## src/rtl/spx_pkg.sv

```systemverilog
// spx_pkg: shared widths, colour IDs, source indices and issue-FSM state type
// for the superpixel request path.
package spx_pkg;

  localparam int SPIXEL_X_WIDTH = 5;
  localparam int SPIXEL_Y_WIDTH = 5;
  localparam int COLOR_ID_WIDTH = 8;

  localparam logic [7:0] COLOR_APPLE = 8'h11;
  localparam logic [7:0] COLOR_HEAD  = 8'hff;
  localparam logic [7:0] COLOR_BG    = 8'h0f;

  localparam int SRC_TAIL  = 0;
  localparam int SRC_HEAD  = 1;
  localparam int SRC_APPLE = 2;

  typedef enum logic [1:0] {
    IDLE  = 2'd0,
    ISSUE = 2'd1,
    WAIT  = 2'd2
  } spx_state_e;

  // Lowest set bit wins, so tail-erase always beats head and apple draws.
  function automatic logic [2:0] first_onehot(input logic [2:0] req);
    if (req[0]) begin
      return 3'b001;
    end else if (req[1]) begin
      return 3'b010;
    end else if (req[2]) begin
      return 3'b100;
    end else begin
      return 3'b000;
    end
  endfunction

endpackage

```

## src/rtl/spx_req_fifo.sv

```systemverilog
// spx_req_fifo: generic synchronous circular-buffer FIFO with push, pop,
// flush, occupancy count and full/empty flags.
module spx_req_fifo #(
  parameter int DW    = 18,
  parameter int DEPTH = 4,
  parameter int AW    = 2
) (
  input  logic          clk,
  input  logic          rst,
  input  logic          push,
  input  logic [DW-1:0] wdata,
  input  logic          pop,
  input  logic          flush,
  output logic [DW-1:0] rdata,
  output logic [AW:0]   cnt,
  output logic          full,
  output logic          empty
);

  localparam logic [AW-1:0] PTR_ONE = AW'(1);
  localparam logic [AW:0]   CNT_ONE = (AW+1)'(1);
  localparam logic [AW:0]   CNT_MAX = (AW+1)'(DEPTH);

  logic [DW-1:0] mem_r [DEPTH];
  logic [AW-1:0] wr_ptr_r;
  logic [AW-1:0] rd_ptr_r;
  logic [AW:0]   cnt_r;

  // Pointers and count; flush overrides any push or pop in the same cycle.
  always_ff @(posedge clk or posedge rst) begin
    if (rst) begin
      wr_ptr_r <= '0;
      rd_ptr_r <= '0;
      cnt_r    <= '0;
    end else if (flush) begin
      wr_ptr_r <= '0;
      rd_ptr_r <= '0;
      cnt_r    <= '0;
    end else begin
      if (push) wr_ptr_r <= wr_ptr_r + PTR_ONE;
      if (pop)  rd_ptr_r <= rd_ptr_r + PTR_ONE;
      case ({push, pop})
        2'b10:   cnt_r <= cnt_r + CNT_ONE;
        2'b01:   cnt_r <= cnt_r - CNT_ONE;
        default: cnt_r <= cnt_r;
      endcase
    end
  end

  // Entry storage; contents are don't-care while their slot is unoccupied.
  always_ff @(posedge clk) begin
    if (push && !flush) mem_r[wr_ptr_r] <= wdata;
  end

  assign rdata = mem_r[rd_ptr_r];
  assign cnt   = cnt_r;
  assign full  = (cnt_r == CNT_MAX);
  assign empty = (cnt_r == '0);

endmodule

```

## src/rtl/spx_req_queue.sv

```systemverilog
// spx_req_queue: fixed-priority arbiter + FIFO feeding the superpixel drawer one
// request at a time. Define SPX_REQ_TIMEOUT_EN to enable the WAIT watchdog.
module spx_req_queue #(
  parameter int          SPIXEL_X_WIDTH = spx_pkg::SPIXEL_X_WIDTH,
  parameter int          SPIXEL_Y_WIDTH = spx_pkg::SPIXEL_Y_WIDTH,
  parameter int          COLOR_ID_WIDTH = spx_pkg::COLOR_ID_WIDTH,
  parameter int          FIFO_DEPTH     = 4,
  parameter int          FIFO_AW        = 2,
  parameter logic [15:0] TIMEOUT_CYCLES = 16'd50000
) (
  input  logic                        clk,
  input  logic                        rst,
  input  logic [2:0]                  src_vld,
  input  logic [3*SPIXEL_X_WIDTH-1:0] src_x,
  input  logic [3*SPIXEL_Y_WIDTH-1:0] src_y,
  input  logic [3*COLOR_ID_WIDTH-1:0] src_color,
  output logic [2:0]                  src_ack,
  input  logic                        flush,
  output logic [SPIXEL_X_WIDTH-1:0]   ox,
  output logic [SPIXEL_Y_WIDTH-1:0]   oy,
  output logic [COLOR_ID_WIDTH-1:0]   odata,
  output logic                        odata_vld,
  input  logic                        idone,
  output logic                        busy,
  output logic [FIFO_AW:0]            fifo_cnt,
  output logic                        full,
  output logic                        timeout_err
);

  import spx_pkg::*;

  localparam int XW = SPIXEL_X_WIDTH;
  localparam int YW = SPIXEL_Y_WIDTH;
  localparam int CW = COLOR_ID_WIDTH;
  localparam int EW = XW + YW + CW;

  spx_state_e    state_r;
  spx_state_e    state_next_s;
  logic [2:0]    ack_s;
  logic [EW-1:0] wdata_s;
  logic [EW-1:0] rdata_s;
  logic          push_s;
  logic          pop_s;
  logic          full_s;
  logic          empty_s;
  logic [FIFO_AW:0] fifo_cnt_s;
  logic          wd_expire_s;
  logic [XW-1:0] ox_r;
  logic [YW-1:0] oy_r;
  logic [CW-1:0] odata_r;
  logic          odata_vld_r;

  // Grant one source per cycle and select its packed fields as the FIFO entry.
  always_comb begin
    ack_s   = 3'b000;
    wdata_s = '0;
    if (!full_s && !flush) begin
      ack_s = first_onehot(src_vld);
    end else begin
      ack_s = 3'b000;
    end
    case (ack_s)
      3'b001:  wdata_s = {src_x[SRC_TAIL*XW +: XW],  src_y[SRC_TAIL*YW +: YW],  src_color[SRC_TAIL*CW +: CW]};
      3'b010:  wdata_s = {src_x[SRC_HEAD*XW +: XW],  src_y[SRC_HEAD*YW +: YW],  src_color[SRC_HEAD*CW +: CW]};
      3'b100:  wdata_s = {src_x[SRC_APPLE*XW +: XW], src_y[SRC_APPLE*YW +: YW], src_color[SRC_APPLE*CW +: CW]};
      default: wdata_s = '0;
    endcase
  end

  assign push_s = |ack_s;

  spx_req_fifo #(
    .DW    (EW),
    .DEPTH (FIFO_DEPTH),
    .AW    (FIFO_AW)
  ) u_fifo (
    .clk   (clk),
    .rst   (rst),
    .push  (push_s),
    .wdata (wdata_s),
    .pop   (pop_s),
    .flush (flush),
    .rdata (rdata_s),
    .cnt   (fifo_cnt_s),
    .full  (full_s),
    .empty (empty_s)
  );

  // Issue FSM state register.
  always_ff @(posedge clk or posedge rst) begin
    if (rst) begin
      state_r <= IDLE;
    end else begin
      state_r <= state_next_s;
    end
  end

  // Next-state logic; ISSUE and WAIT are not aborted by flush.
  always_comb begin
    state_next_s = state_r;
    case (state_r)
      IDLE: begin
        if (pop_s) state_next_s = ISSUE;
        else       state_next_s = IDLE;
      end
      ISSUE: begin
        if (idone) state_next_s = IDLE;
        else       state_next_s = WAIT;
      end
      WAIT: begin
        if (idone || wd_expire_s) state_next_s = IDLE;
        else                      state_next_s = WAIT;
      end
      default: state_next_s = IDLE;
    endcase
  end

  // FSM output decode: pop the head entry from IDLE unless a flush wins.
  always_comb begin
    pop_s = 1'b0;
    if (state_r == IDLE && !empty_s && !flush) begin
      pop_s = 1'b1;
    end else begin
      pop_s = 1'b0;
    end
  end

  // Issued-request registers load on every pop and otherwise hold.
  always_ff @(posedge clk or posedge rst) begin
    if (rst) begin
      ox_r        <= '0;
      oy_r        <= '0;
      odata_r     <= '0;
      odata_vld_r <= 1'b0;
    end else begin
      odata_vld_r <= pop_s;
      if (pop_s) begin
        ox_r    <= rdata_s[EW-1 -: XW];
        oy_r    <= rdata_s[CW +: YW];
        odata_r <= rdata_s[CW-1:0];
      end
    end
  end

`ifdef SPX_REQ_TIMEOUT_EN
  logic [15:0] wd_cnt_r;
  logic        timeout_err_r;

  // Watchdog counts WAIT cycles from zero on each entry into WAIT.
  always_ff @(posedge clk or posedge rst) begin
    if (rst) begin
      wd_cnt_r <= 16'd0;
    end else if (state_r == WAIT) begin
      wd_cnt_r <= wd_cnt_r + 16'd1;
    end else begin
      wd_cnt_r <= 16'd0;
    end
  end

  // Expiry fires in the TIMEOUT_CYCLES-th consecutive WAIT cycle.
  always_comb begin
    if (state_r == WAIT && wd_cnt_r == (TIMEOUT_CYCLES - 16'd1)) begin
      wd_expire_s = 1'b1;
    end else begin
      wd_expire_s = 1'b0;
    end
  end

  // Sticky error flag, cleared only by reset.
  always_ff @(posedge clk or posedge rst) begin
    if (rst) begin
      timeout_err_r <= 1'b0;
    end else if (wd_expire_s) begin
      timeout_err_r <= 1'b1;
    end
  end

  assign timeout_err = timeout_err_r;
`else
  assign wd_expire_s = 1'b0;
  assign timeout_err = 1'b0;
`endif

  assign src_ack   = ack_s;
  assign ox        = ox_r;
  assign oy        = oy_r;
  assign odata     = odata_r;
  assign odata_vld = odata_vld_r;
  assign fifo_cnt  = fifo_cnt_s;
  assign full      = full_s;
  assign busy      = (state_r != IDLE) || !empty_s;

endmodule

```

## config.mk

```make
export PLATFORM = sky130hd
export DESIGN_NAME = spx_req_queue
export DESIGN_NICKNAME = d
export VERILOG_FILES = /design/src/rtl/spx_pkg.sv /design/src/rtl/spx_req_fifo.sv /design/src/rtl/spx_req_queue.sv
export SDC_FILE = /design/constraint.sdc
export NUM_CORES = 1
export LEC_CHECK = 0
export CORE_ASPECT_RATIO = 1.75
export CORE_UTILIZATION = 35
export CTS_BUF_LIST = sky130_fd_sc_hd__clkbuf_16
export CTS_CLUSTER_DIAMETER = 200
export CTS_CLUSTER_SIZE = 8
export DETAILED_ROUTE_END_ITERATION = 12
export PLACE_DENSITY = 0.68
export SLEW_MARGIN = 20
export SYNTH_ARGS = -nofsm -noshare
export SYNTH_HDL_FRONTEND = slang
export SYNTH_SLANG_ARGS = --single-unit
export TNS_END_PERCENT = 10
```

## constraint.sdc

```tcl
create_clock -name clk -period 3.5 [get_ports clk]
set_input_delay 0.35 -clock clk [delete_from_list [all_inputs] [get_ports clk]]
set_output_delay 0.35 -clock clk [all_outputs]
set_load 0.02 [all_outputs]
```

-- Word level (Yosys, flattened, before mapping)
Memory sizes are Yosys's and may differ from the RTL's. A register that Yosys moved wholly into a read port is not among the register bits.
Cells that the tools add are included.
- memories: 1
- memory bits (read-only): 0
- flip-flop bits (word level): 10
- output and inout port bits: 28
- memory bits (writable): 72
- word-level logic and storage cells: 51
- latch bits: 0
- divide/modulo/power cells: 0
- add/sub/neg operators: 4
- reduce and logical (&&, ||, !) cells: 16
- equality and inequality tests: 8
- multipliers: 0
- mux-type cells: 17
- shift-type cells: 0
- bitwise logic cells: 0
- $lt $le $gt $ge: 0
- memories (memory ; words ; bits a word ; rd ports ; clocked after memory_dff ; write ports ; line ; source):
    u_fifo.mem_r ; 4 ; 18 ; 1 ; 1 ; 1 ; spx_req_fifo.sv:24 ; logic [DW-1:0] mem_r [DEPTH];
- operators with widths (operator ; number):
    $pmux 18 s3 ; 1
    $mux 3 ; 5
    $mux 2 ; 5
    $eq 3x3->1 const B ; 2
    $pmux 3 s2 ; 1
    $reduce_bool 2->1 ; 3
    $add 2x1->2 const B ; 2
    $eq 2x1->1 const B ; 2
    $eq 2x2->1 const B ; 2
    $logic_and 1x1->1 ; 4
    $mux 1 ; 4
    $pmux 2 s2 ; 1
    $add 3x1->3 const B ; 1
    $eq 3x1->1 const B ; 1
    $eq 3x2->1 const B ; 1
    $logic_not 1->1 ; 3
    $logic_not 3->1 ; 1
    $reduce_bool 3->1 ; 1
    $reduce_or 3->1 ; 1
    $sub 3x1->3 const B ; 1
    $logic_not 2->1 ; 1
    $reduce_or 2->1 ; 1
    $logic_or 1x1->1 ; 1

-- Depth between registers and ports, before layout
- word-level depth: 8
- gate-level depth with buffers: 8
- mapped depth without buffers: 8

-- Modules after synthesis
A second synthesis with hierarchy kept.
- cell total of the unflattened synthesis: 237
- area total of the unflattened synthesis: 4292.9 µm²
- modules (own cells, without submodules) (module ; area each (µm²) ; times used ; cells each):
    spx_req_fifo ; 3059.2 ; 1 ; 138
    spx_req_queue ; 1233.7 ; 1 ; 99

-- Least setup slack after synthesis
No wires, ideal clock.
- kind: register to register
- from: register u_fifo.cnt_r[0] (netlist: u_fifo.cnt[0])
- to: register u_fifo.cnt_r[2] (netlist: u_fifo.cnt[2])
- cell stages (with the launch flop): 8
- arrival: 2.054 ns
- path buffers: 0
- setup slack: 1.364 ns
- clock period less this slack: 2.136 ns
- path through: dfrtp_1 nor3b_4 nor3_4 nor3_1 fa_1 and2_2 o21ai_0 a31oi_1
- cells in the longest elaborated chain, start to end: 8
- elaborated cells on any way between the ends: 17
- classes of those cells: add/sub (2); eq/ne (3); mux (4); reduce/logical (8)
- ends and longest elaborated chain (what ; line ; source):
    from (decl) ; spx_req_fifo.sv:27 ; logic [AW:0] cnt_r;
    from (signal assigned) ; spx_req_fifo.sv:43 ; 2'b10: cnt_r <= cnt_r + CNT_ONE;
    from (signal assigned) ; spx_req_fifo.sv:44 ; 2'b01: cnt_r <= cnt_r - CNT_ONE;
    from (signal assigned) ; spx_req_fifo.sv:45 ; default: cnt_r <= cnt_r;
    $eq 3x3->1 (*) ; spx_req_fifo.sv:57 ; assign full = (cnt_r == CNT_MAX);
    net full ; spx_req_queue.sv:26 ; output logic full,
    $logic_not 1->1 (*) ; spx_req_queue.sv:57 ; if (!full_s && !flush) begin
    $logic_and 1x1->1 (*) ; spx_req_queue.sv:57 ;
    $mux 3 (*) ; spx_req_queue.sv:57 ;
    $reduce_or 3->1 (*) ; spx_req_queue.sv:70 ; assign push_s = |ack_s;
    $eq 2x1->1 or $eq 2x2->1 (tied branches) ; spx_req_fifo.sv:42 ; case ({push, pop})
    $pmux 3 s2 ; spx_req_fifo.sv:42 ;
    $mux 3 ; spx_req_fifo.sv:35 ; end else if (flush) begin
The timed path passes the listed nets; every way through them passes the cells marked *.
A chain may end at the register's enable or synchronous reset.

-- Final worst setup path
- from: input src_vld[0]
- to: output src_ack[2]
- cells in the longest elaborated chain, start to end: 2
- ends and longest elaborated chain (what ; line ; source):
    from (decl) ; spx_req_queue.sv:13 ; input logic [2:0] src_vld,
    $mux 3 ; spx_pkg.sv:25 ; if (req[0]) begin
    $mux 3 ; spx_req_queue.sv:57 ;
    to (decl) ; spx_req_queue.sv:17 ; output logic [2:0] src_ack,
Every way passes these cells.

==> results_dict.tcl <==
set metrics [dict create \
    status "finished, final reports clean" \
    hpwl_um 6270 \
    cp.arrival_ns 2.18 \
    finClkSkew_ns 0.00551 \
    crit_fanout 4 \
    dieArea_mm2 0.0128 \
    detail-route-antenna-nets 0 \
    power_density_mw_per_mm2 719 \
    syn_to_final_growth_pct 32.5 \
    layout-drive-gt1-share_pct 19.4 \
    grt_max_degree 29 \
    gp_congestion 0.776 \
    grt_pass1_vias 2739 \
    start_util_pct 35.9 \
    syn_area_per_cell_um2 16.4 \
    synth_top_cell_area_share_pct 50.2 \
    hold_viol_final 0 \
    rsz0062_at_grt "no" \
    synth_area_leaders "edfxtp_1 (50%), dfrtp_1 (16%), mux4_2 (9.4%)" \
    met1_usage_pct 17.1 \
    swShare_pct 28.5 \
    yosysSeqAreaShare_pct 66.4 \
    final.min_clock_period_ns 2.53 \
    synth_mux_area_share_pct 14.7 \
    hold-worst-slack_ns 0.403 \
    die_y_um 149 \
    clockBufferDepth 2 \
    synth_area_leader_cell "edfxtp_1" \
    hold_class "in2async" \
    synth-edff-count 72 \
    maxCapViolCount 0 \
    max_freq_ghz 0.396 \
    finalCritPeriodShare_pct 72.2 \
    critPathRequiredTime_ns 3.15 \
    met2_usage_pct 27.7 \
    layout_common_cells "clkdlybuf4s50_1 (87), edfxtp_1 (72), nand2_1 (38)" \
    cts_buffers 9 \
    diodes 0 \
    relSlewSlack_pct 41.1 \
    crit_chain "clkdlybuf4s50_1 > or3b_1 > nor3_4 > clkdlybuf4s50_1" \
    yosysWarnings 0 \
    cts_setup_buffers 0 \
    async_flop_share_pct 28.0 \
    nets 423 \
    coreArea_mm2 0.0120 \
    yosys.area_share.simple_pct 9.44 \
    final_max_slew_viol_count 0 \
    synth_fa_ha_area_share_pct 2.21 \
    ir_drop_mv 0.470 \
    post_drt_wl_per_cell_um 17.1 \
    dp_cells 509 \
    clock_latency_ns 0.34 \
    slowest_delay_ns 0.65 \
    cts_resized 0 \
    crit_path_end_kind "output pin" \
    synth_top_family_by_area "multiplexers" \
    remaining_drc_errors 0 \
    yosys.area_share.xor_xnor_pct 0.407 \
    start_kind "input pin" \
    synth_cell_types 43 \
    stdcell_count 525 \
    synth_compound_area_share_pct 4.88 \
    layout_commonest_cell "clkdlybuf4s50_1" \
    totalWireLength_um 8980 \
    p_int_uw 2930 \
    fin_setup_tns_ns 0 \
    cts_hold_buf 0 \
    grtUsageTotal_pct 15.2 \
    cellLeakagePower_uw 0.00208 \
    cp_common_cell "clkdlybuf4s50_1" \
    worstSetupPathType "in2out" \
    htreeDepth 3 \
    antenna_found_initial 0 \
    worst_pin_slew_ns 0.884 \
    first_pass_iters 4 \
    synth_cells 262 \
    dieWidth_um 85.9 \
    initialDrtViolationCount 94 \
    slowest_stage "clkdlybuf4s50_1" \
    ys_ff_latch 100 \
    setup_viol 0 \
    p_clk_share_pct 26.4 \
    synth_nets 330 \
    via_count 2557 \
    p_switching_uw 1170 \
    cts_tree "yes" \
    synthFlopType "edfxtp_1" \
    port_buffers 87 \
    grt_pass1_wl_um 14000 \
    ios 89 \
    path_clk_slew_ns 0.06 \
    seqPwrFrac_pct 41.6 \
    grt_busiest_layer "met2" \
    syn-cell-area_mm2 0.00431 \
    cts_root_buf "clkbuf_16" \
    grt.overflow.total 0 \
    power_frac_comb_pct 32.0 \
    use_met3_pct 2.66 \
    clkSinkCount 100 \
    vias_per_cell 4.87 \
    rows 53 \
]
-- worst paths after layout --
check,slack [ns],start,cells after the start,endpoint
hold / removal,0.40,rst,3,odata[3]$_DFFE_PP0N_
max in group asynchronous,2.79,rst,3,oy[1]$_DFFE_PP0N_
hold reg to reg,0.50,odata[5]$_DFFE_PP0N_,1,odata[5]$_DFFE_PP0N_
setup reg to reg,1.10,u_fifo.cnt[0]$_DFFE_PP0P_,7,u_fifo.cnt[2]$_DFFE_PP0P_
setup / recovery,0.97,src_vld[0],4,src_ack[2]
min in group clk,0.50,odata[5]$_DFFE_PP0N_,1,odata[5]$_DFFE_PP0N_
-- flip-flops by register name, summed over array words and instances (netlist names) --
name	flops
odata	8
u_fifo.mem_r	72
ox	5
u_fifo.rd_ptr_r	2
odata_vld	1
u_fifo.wr_ptr_r	2
oy	5
state_r	2
u_fifo.cnt	3
-- cells in the mapped netlist (2+ instances only) --
| cell | n |
|---|---|
| dfrtp_1 | 28 |
| inv_1 | 5 |
| nor3_4 | 2 |
| buf_2 | 7 |
| mux2_2 | 17 |
| a22oi_1 | 18 |
| o21ai_0 | 5 |
| nand2_1 | 38 |
| nand2b_1 | 3 |
| edfxtp_1 | 72 |
| nor2_1 | 5 |
| nand3b_1 | 2 |
| xor2_1 | 2 |
| and2_2 | 5 |
| ha_1 | 6 |
| nor3_1 | 3 |
| mux4_2 | 18 |
-- per-layer routing --
metal,up-vias,share of wire (%)
met5,-,0
met1,1304,38
met4,0,1.7
li1,1186,-
met3,10,3.3
met2,57,57
-- area by class of cell --
type	count	area, um2
clock inverter	7	106
clock buffer	9	225
sequential	100	2860
tap	165	206
fill	1032	6290
multi-input combinational	146	1370
inverter	5	18.8
timing repair buffer	93	916
-- critical path, delay by kind of cell --
family | cells | cell delay [ns]
buf+inv | 2 | 1.14
simple gates | 2 | 0.68
-- per-stage QoR --
| step | utilization, % | setup slack (ns) | area, um2 | total power [uW] |
|---|---|---|---|---|
| after floorplan | - | 1.36 | 4310 | 2530 |
| after global placement | 44.8 | 0.924 | 5380 | 3040 |
| after detailed placement | 44.8 | 0.792 | 5380 | 3070 |
| after CTS | 47.6 | 0.977 | 5710 | 4160 |
| after global routing | 47.6 | 0.923 | 5710 | 4300 |
| final | 47.6 | 0.972 | 5710 | 4100 |
-- cells by family after synthesis --
kind of cell	after synthesis
buffers and inverters	16
muxes	38
AOI/OAI and AO/OA	29
adders and majority gates	7
DFF	100
and+or+nand+nor	69
other	1
xor gates and xnor gates	2
-- power by group through the flow --
| stage | clock, uW | combinational [uW] | sequential, uW |
|---|---|---|---|
| CTS | 1100 | 1340 | 1720 |
| detailed placement | 0 | 1340 | 1740 |
| global placement | 0 | 1310 | 1730 |
| global route | 1140 | 1420 | 1740 |
| finish | 1080 | 1310 | 1710 |
| floorplan | 0 | 715 | 1810 |
No activity file was read; power rests on OpenSTA's default activity.
